`config.mk`:
```
export PLATFORM = sky130hd
export DESIGN_NAME = camara
export DESIGN_NICKNAME = d
export VERILOG_FILES = /design/src/rtl/camara.sv
export SDC_FILE = /design/constraint.sdc
export NUM_CORES = 1
export LEC_CHECK = 0
export CAP_MARGIN = 25
export CORE_MARGIN = 8
export CORE_UTILIZATION = 45
export DETAILED_ROUTE_END_ITERATION = 7
export PLACE_DENSITY = 0.65
export RECOVER_POWER = 100
export SLEW_MARGIN = 20
export SYNTH_ARGS = -nofsm -noshare
export SYNTH_HDL_FRONTEND = slang
export SYNTH_SLANG_ARGS = --single-unit
```
`constraint.sdc`:
```
create_clock -name clk -period 3.7 [get_ports clk]
set_clock_uncertainty 0.1 [all_clocks]
set_input_delay 0.74 -clock clk [delete_from_list [all_inputs] [get_ports clk]]
set_output_delay 0.74 -clock clk [all_outputs]
set_load 0.01 [all_outputs]
```
`src/rtl/camara.sv`:
```
// camara: OV7670-class capture front-end; derives Xclk, drives sensor pins, and turns Vsyn/Href-framed
// byte pairs into RGB565 pixel writes, all in the clk domain.
module camara #(
  parameter int XCLK_DIV = 2,
  parameter int H_PIX    = 160,
  parameter int V_LINES  = 120,
  parameter int ADDR_W   = 15
) (
  input  logic              clk,
  input  logic              rst,
  input  logic              en_div,
  input  logic              capture,
  input  logic              Vsyn,
  input  logic              Href,
  input  logic [7:0]        data,
  output logic              Xclk,
  output logic              Pclk,
  output logic              reset,
  output logic              PWDN,
  output logic [15:0]       pix_data,
  output logic [ADDR_W-1:0] pix_addr,
  output logic              pix_we,
  output logic              frame_done
);
  localparam int CW   = XCLK_DIV > 1 ? $clog2(XCLK_DIV) : 1;
  localparam int COLW = $clog2(H_PIX + 1);
  localparam int ROWW = $clog2(V_LINES + 1);
  localparam logic [CW-1:0] C_MAX = CW'(XCLK_DIV - 1);

  typedef enum logic [2:0] {IDLE, WAIT_VS, SYNC, ACTIVE, DONE} state_t;

  state_t            r_state, w_nxt;
  logic [CW-1:0]     r_cnt;
  logic              r_xclk, r_rst_o, r_pwdn;
  logic              r_smp, r_vs, r_vs_p, r_hr, r_hr_p;
  logic [7:0]        r_d, r_hi;
  logic              r_ph, r_we, r_fd;
  logic [COLW-1:0]   r_col;
  logic [ROWW-1:0]   r_row;
  logic [ADDR_W-1:0] r_base, r_addr;
  logic [15:0]       r_data;
  logic              w_s_en, w_go, w_vs_rise, w_vs_fall, w_byte, w_hr_fall, w_act, w_row_ok, w_room;

  assign Xclk       = r_xclk;
  assign Pclk       = r_xclk;
  assign reset      = r_rst_o;
  assign PWDN       = r_pwdn;
  assign pix_data   = r_data;
  assign pix_addr   = r_addr;
  assign pix_we     = r_we;
  assign frame_done = r_fd;

  // s_en marks the clk edge on which Xclk rises; the sampled bytes are acted on one clk later (r_smp)
  assign w_s_en    = en_div & (r_cnt == C_MAX) & ~r_xclk;
  assign w_go      = capture & en_div;
  assign w_vs_rise = r_smp & r_vs & ~r_vs_p;
  assign w_vs_fall = r_smp & ~r_vs & r_vs_p;
  assign w_byte    = r_smp & r_hr & ~r_vs;
  assign w_hr_fall = r_smp & ~r_hr & r_hr_p & ~r_vs;
  assign w_act     = (r_state == ACTIVE) & w_go;
  assign w_row_ok  = r_row < ROWW'(V_LINES);
  assign w_room    = (r_col < COLW'(H_PIX)) & w_row_ok;

  always_ff @(posedge clk or negedge rst) begin
    if (!rst) begin
      r_cnt   <= '0;
      r_xclk  <= 1'b0;
      r_rst_o <= 1'b0;
      r_pwdn  <= 1'b1;
    end else begin
      r_rst_o <= 1'b1;
      r_pwdn  <= ~en_div;
      if (!en_div) begin
        r_cnt  <= '0;
        r_xclk <= 1'b0;
      end else if (r_cnt == C_MAX) begin
        r_cnt  <= '0;
        r_xclk <= ~r_xclk;
      end else begin
        r_cnt <= r_cnt + 1'b1;
      end
    end
  end

  always_ff @(posedge clk or negedge rst) begin
    if (!rst) begin
      r_smp  <= 1'b0;
      r_vs   <= 1'b0;
      r_vs_p <= 1'b0;
      r_hr   <= 1'b0;
      r_hr_p <= 1'b0;
      r_d    <= '0;
    end else begin
      r_smp <= w_s_en;
      if (w_s_en) begin
        r_vs   <= Vsyn;
        r_vs_p <= r_vs;
        r_hr   <= Href;
        r_hr_p <= r_hr;
        r_d    <= data;
      end
    end
  end

  always_ff @(posedge clk or negedge rst) begin
    if (!rst) r_state <= IDLE;
    else r_state <= w_nxt;
  end

  always_comb begin
    w_nxt = r_state;
    case (r_state)
      IDLE:    w_nxt = w_go ? WAIT_VS : IDLE;
      WAIT_VS: w_nxt = w_vs_rise ? SYNC : WAIT_VS;
      SYNC:    w_nxt = w_vs_fall ? ACTIVE : SYNC;
      ACTIVE:  w_nxt = w_vs_rise ? DONE : ACTIVE;
      DONE:    w_nxt = SYNC;
      default: w_nxt = IDLE;
    endcase
    if (r_state != IDLE && !w_go) w_nxt = IDLE;
  end

  always_ff @(posedge clk or negedge rst) begin
    if (!rst) begin
      r_we   <= 1'b0;
      r_fd   <= 1'b0;
      r_ph   <= 1'b0;
      r_hi   <= '0;
      r_col  <= '0;
      r_row  <= '0;
      r_base <= '0;
      r_addr <= '0;
      r_data <= '0;
    end else begin
      r_we <= 1'b0;
      r_fd <= (r_state == ACTIVE) & (w_nxt == DONE);
      if (r_state == SYNC && w_nxt == ACTIVE) begin
        r_col  <= '0;
        r_row  <= '0;
        r_ph   <= 1'b0;
        r_base <= '0;
        r_addr <= '0;
      end else if (w_act && w_byte) begin
        r_ph <= ~r_ph;
        if (!r_ph) begin
          r_hi <= r_d;
        end else if (w_room) begin
          r_we   <= 1'b1;
          r_data <= {r_hi, r_d};
          r_addr <= r_base + ADDR_W'(r_col);
          r_col  <= r_col + 1'b1;
        end
      end else if (w_act && w_hr_fall) begin
        r_col <= '0;
        r_ph  <= 1'b0;
        if (w_row_ok) begin
          r_row  <= r_row + 1'b1;
          r_base <= r_base + ADDR_W'(H_PIX);
        end
      end
    end
  end
endmodule

```
==> impl_metrics.ini <==
[status]
status = finished with violations
failed_checks = max-capacitance violations, max-slew violations

[synthesis]
syn_inst = 399
syn_nets = 419
ys_seq_area_share_pct = 56.6
netlist_area_sq_mm = 0.00385
synth_top_area_share_pct = 56.0
synthArstFlopShare_pct = 100
synth-edff-count = 0
yosysMostFrequentCell = nand2_1
ys_warn_count = 0
ys_types = 49
syn_area_per_cell_sq_um = 9.64
dominantRegCellSynth = dfrtp_1
synthTopCellsByArea = dfrtp_1 (56%), nand2_1 (11%), o21ai_0 (3.4%), nor2_1 (2.9%), xnor2_1 (2.7%)
synth-seq-cells = 87
synth_top_cells_by_count = nand2_1 (115), dfrtp_1 (86), nor2_1 (30), o21ai_0 (26), nand3_1 (17)
yosysTopAreaCell = dfrtp_1

[timing]
hold_violations = 0
layout_min_cycle_time_ns = 3.01
worst_pin_slew_ns = 2.46
fin_setup_tns_ns = 0
min_period_over_period_pct = 81.5
whs_ns = 0.365
timing.fmax_mhz = 332
slew_headroom_pct = -63.7
report.final.slew_viol_count = 44
setup_violations = 0
grt_setup_unrepaired = false

[critical_path]
critical_path_class = in -> reg
critPathSlowestCell = dlygate4sd3_1
cp_data_required_time_ns = 3.84
worstSetupStartpointType = primary input
cp.arrival_ns = 3.16
crit_family = simple AND/OR/NAND/NOR gates
path_buf_inv = 2
crit_path_end_kind = flop
cp_max_fo = 15
crit_chain = dlygate4sd3_1, nand4b_2, clkbuf_1, or2_0, nor2_1, mux2_2
cp_slowest_stage_delay_ns = 0.61

[cts]
cts_buffer_depth = 2
clock-sinks = 87
cts_tree = built
root_buffer = clkbuf_8
post_cts_buffers = 0
htree_levels = 3
clkTransAtPathRegs_ns = 0.09
holdBufCountCts = 0
clk_latency_ns = 0.36
cts_inserted_buffers = 9
cts.repair.resized = 0

[routing]
drt_first_pass_iters = 4
finalWirelength_microns = 7690
detail-route-antenna-nets = 0
wire_per_inst_microns = 13.7
drc = 0
via_count = 2890
via_per_inst = 5.15
drt_iter0_drc = 127

[placement]
port-buffer-count = 50
hpwlAfterDp_microns = 5450
routabilityCongestion = 0.773

[grt]
grt_max_degree = 45
grt_use_total_pct = 14.1
antenna_found_initial = 0
grt_pass1_vias = 2906
globalRoute.totalOverflow = 0
grt_pass1_wl_microns = 13400

[floorplan]
start_util_pct = 46.6
design.core.area_sq_mm = 0.00826
die_w_microns = 108
die_h_microns = 108
die-area_sq_mm = 0.0118
fp-row-count = 33
ios = 51

[power]
vdd_drop_max_uv = 175
leakage_nw = 2.29
p_per_area_mw_per_mm2 = 396

[final_layout]
multi_input_area_sq_mm = 0.00157
n_fill_cell = 775
nNetsFinal = 471
ff_latch_area_sq_mm = 0.00218
diodes = 0
area_growth_pct = 21.5
drive_above_1_share_pct = 8.33

[hold_path]
hold_class = reg -> reg

[run]
maxCapViolations = 1
[sequential cells by signal (all words and copies together), names as in the netlist]
| register | cells |
|---|---|
| r_col | 8 |
| r_vs | 1 |
| r_cnt | 1 |
| Pclk | 1 |
| r_base | 10 |
| r_state | 3 |
| frame_done | 1 |
| r_vs_p | 1 |
| r_row | 7 |
| r_smp | 1 |
| r_ph | 1 |
| r_hr_p | 1 |
| PWDN | 1 |
| pix_data | 16 |
| pix_we | 1 |
| r_hr | 1 |
| reset | 1 |
| pix_addr | 15 |
| r_hi | 8 |
| r_d | 8 |
[cells by family (layout without fill, tap and decap cells)]
kind of cell	after synthesis	after routing	synth area share (%)
mux	9	9	2.60
compound gates	57	57	8.69
xor+xnor	18	18	4.10
simple gates	201	201	23.8
flops	87	87	56.6
fa+ha+maj	6	6	1.95
buf+inv	20	77	2.08
other cells	1	1	0.0975
[where the power goes]
part           leakage (nW)  total (mW)  switching [mW]  internal (mW)
Clock                 0.111       0.744           0.355          0.388
Combinational         0.993      0.0903          0.0502         0.0401
Sequential             1.18        1.02          0.0309          0.985
Total                  2.29        1.85           0.436           1.41
[worst min-delay path, cell delays in order, from the launching register on]
cell and delay, ns:
dfrtp_1 0.34, nand2_1 0.05, nand2_1 0.05
[cells in the final DEF (no fill, tap or decap), drive strengths merged, types with 2 or more instances in the layout]
master and count:
nand2 115, dfrtp 86, dlygate4sd3 38, nor2 31, o21ai 27, nand3 18
a21oi 15, clkbuf 13, xnor2 12, clkdlybuf4s50 11, mux2 8, nor3 7
inv 7, xor2 6, ha 6, nand4 5, and3 4, or2 4
buf 4, o21a 3, or3 3, nand4b 3, nand3b 2, a31oi 2
nor4 2, or4 2, bufinv 2
[routing by layer]
metal | track usage [%] | routed length, microns | vias to the layer above
met1 | 18.4 | 3730 | 1389
met2 | 21.8 | 3490 | 48
met5 | 0 | 0 | -
li1 | - | - | 1443
met4 | 7.23 | 137 | 0
met3 | 2.97 | 334 | 10
[cell type report]
class / count / area share (%)
repair buffers: 57 / 11.9
multi-input cells: 292 / 33.5
clock inverters: 7 / 2.20
well taps: 105 / 2.81
flip-flops and latches: 87 / 46.6
inverters: 4 / 0.321
clock buffers: 9 / 2.65
[worst paths after layout]
| kind | startpoint | cells past startpoint | endpoint | slack, ns |
|---|---|---|---|---|
| hold / removal | pix_data[7]$_DFFE_PN0P_ | 2 | pix_data[7]$_DFFE_PN0P_ | 0.36 |
| max in group asynchronous | rst | 1 | pix_addr[7]$_DFFE_PN0P_ | 1.08 |
| min in group asynchronous | rst | 1 | r_col[7]$_DFFE_PN0P_ | 1.04 |
| setup / recovery | en_div | 6 | r_hi[7]$_DFFE_PN0P_ | 0.69 |
| setup reg to reg | r_state[2]$_DFF_PN0_ | 5 | r_hi[7]$_DFFE_PN0P_ | 1.19 |
| hold reg to reg | pix_data[7]$_DFFE_PN0P_ | 2 | pix_data[7]$_DFFE_PN0P_ | 0.36 |
[metrics by stage]
stage	instance area [sq um]	cells	setup WS, ns	power, mW	util (%)
floorplan	3850	399	1.37	1.07	-
global placement	4460	544	0.687	1.12	54.0
detailed placement	4490	545	0.669	1.13	54.3
CTS	4710	561	1.06	1.89	57.1
global route	4670	561	0.515	1.93	56.6
finish	4670	561	0.686	1.85	56.6
Note: power is estimated with default switching activity, not from simulation.
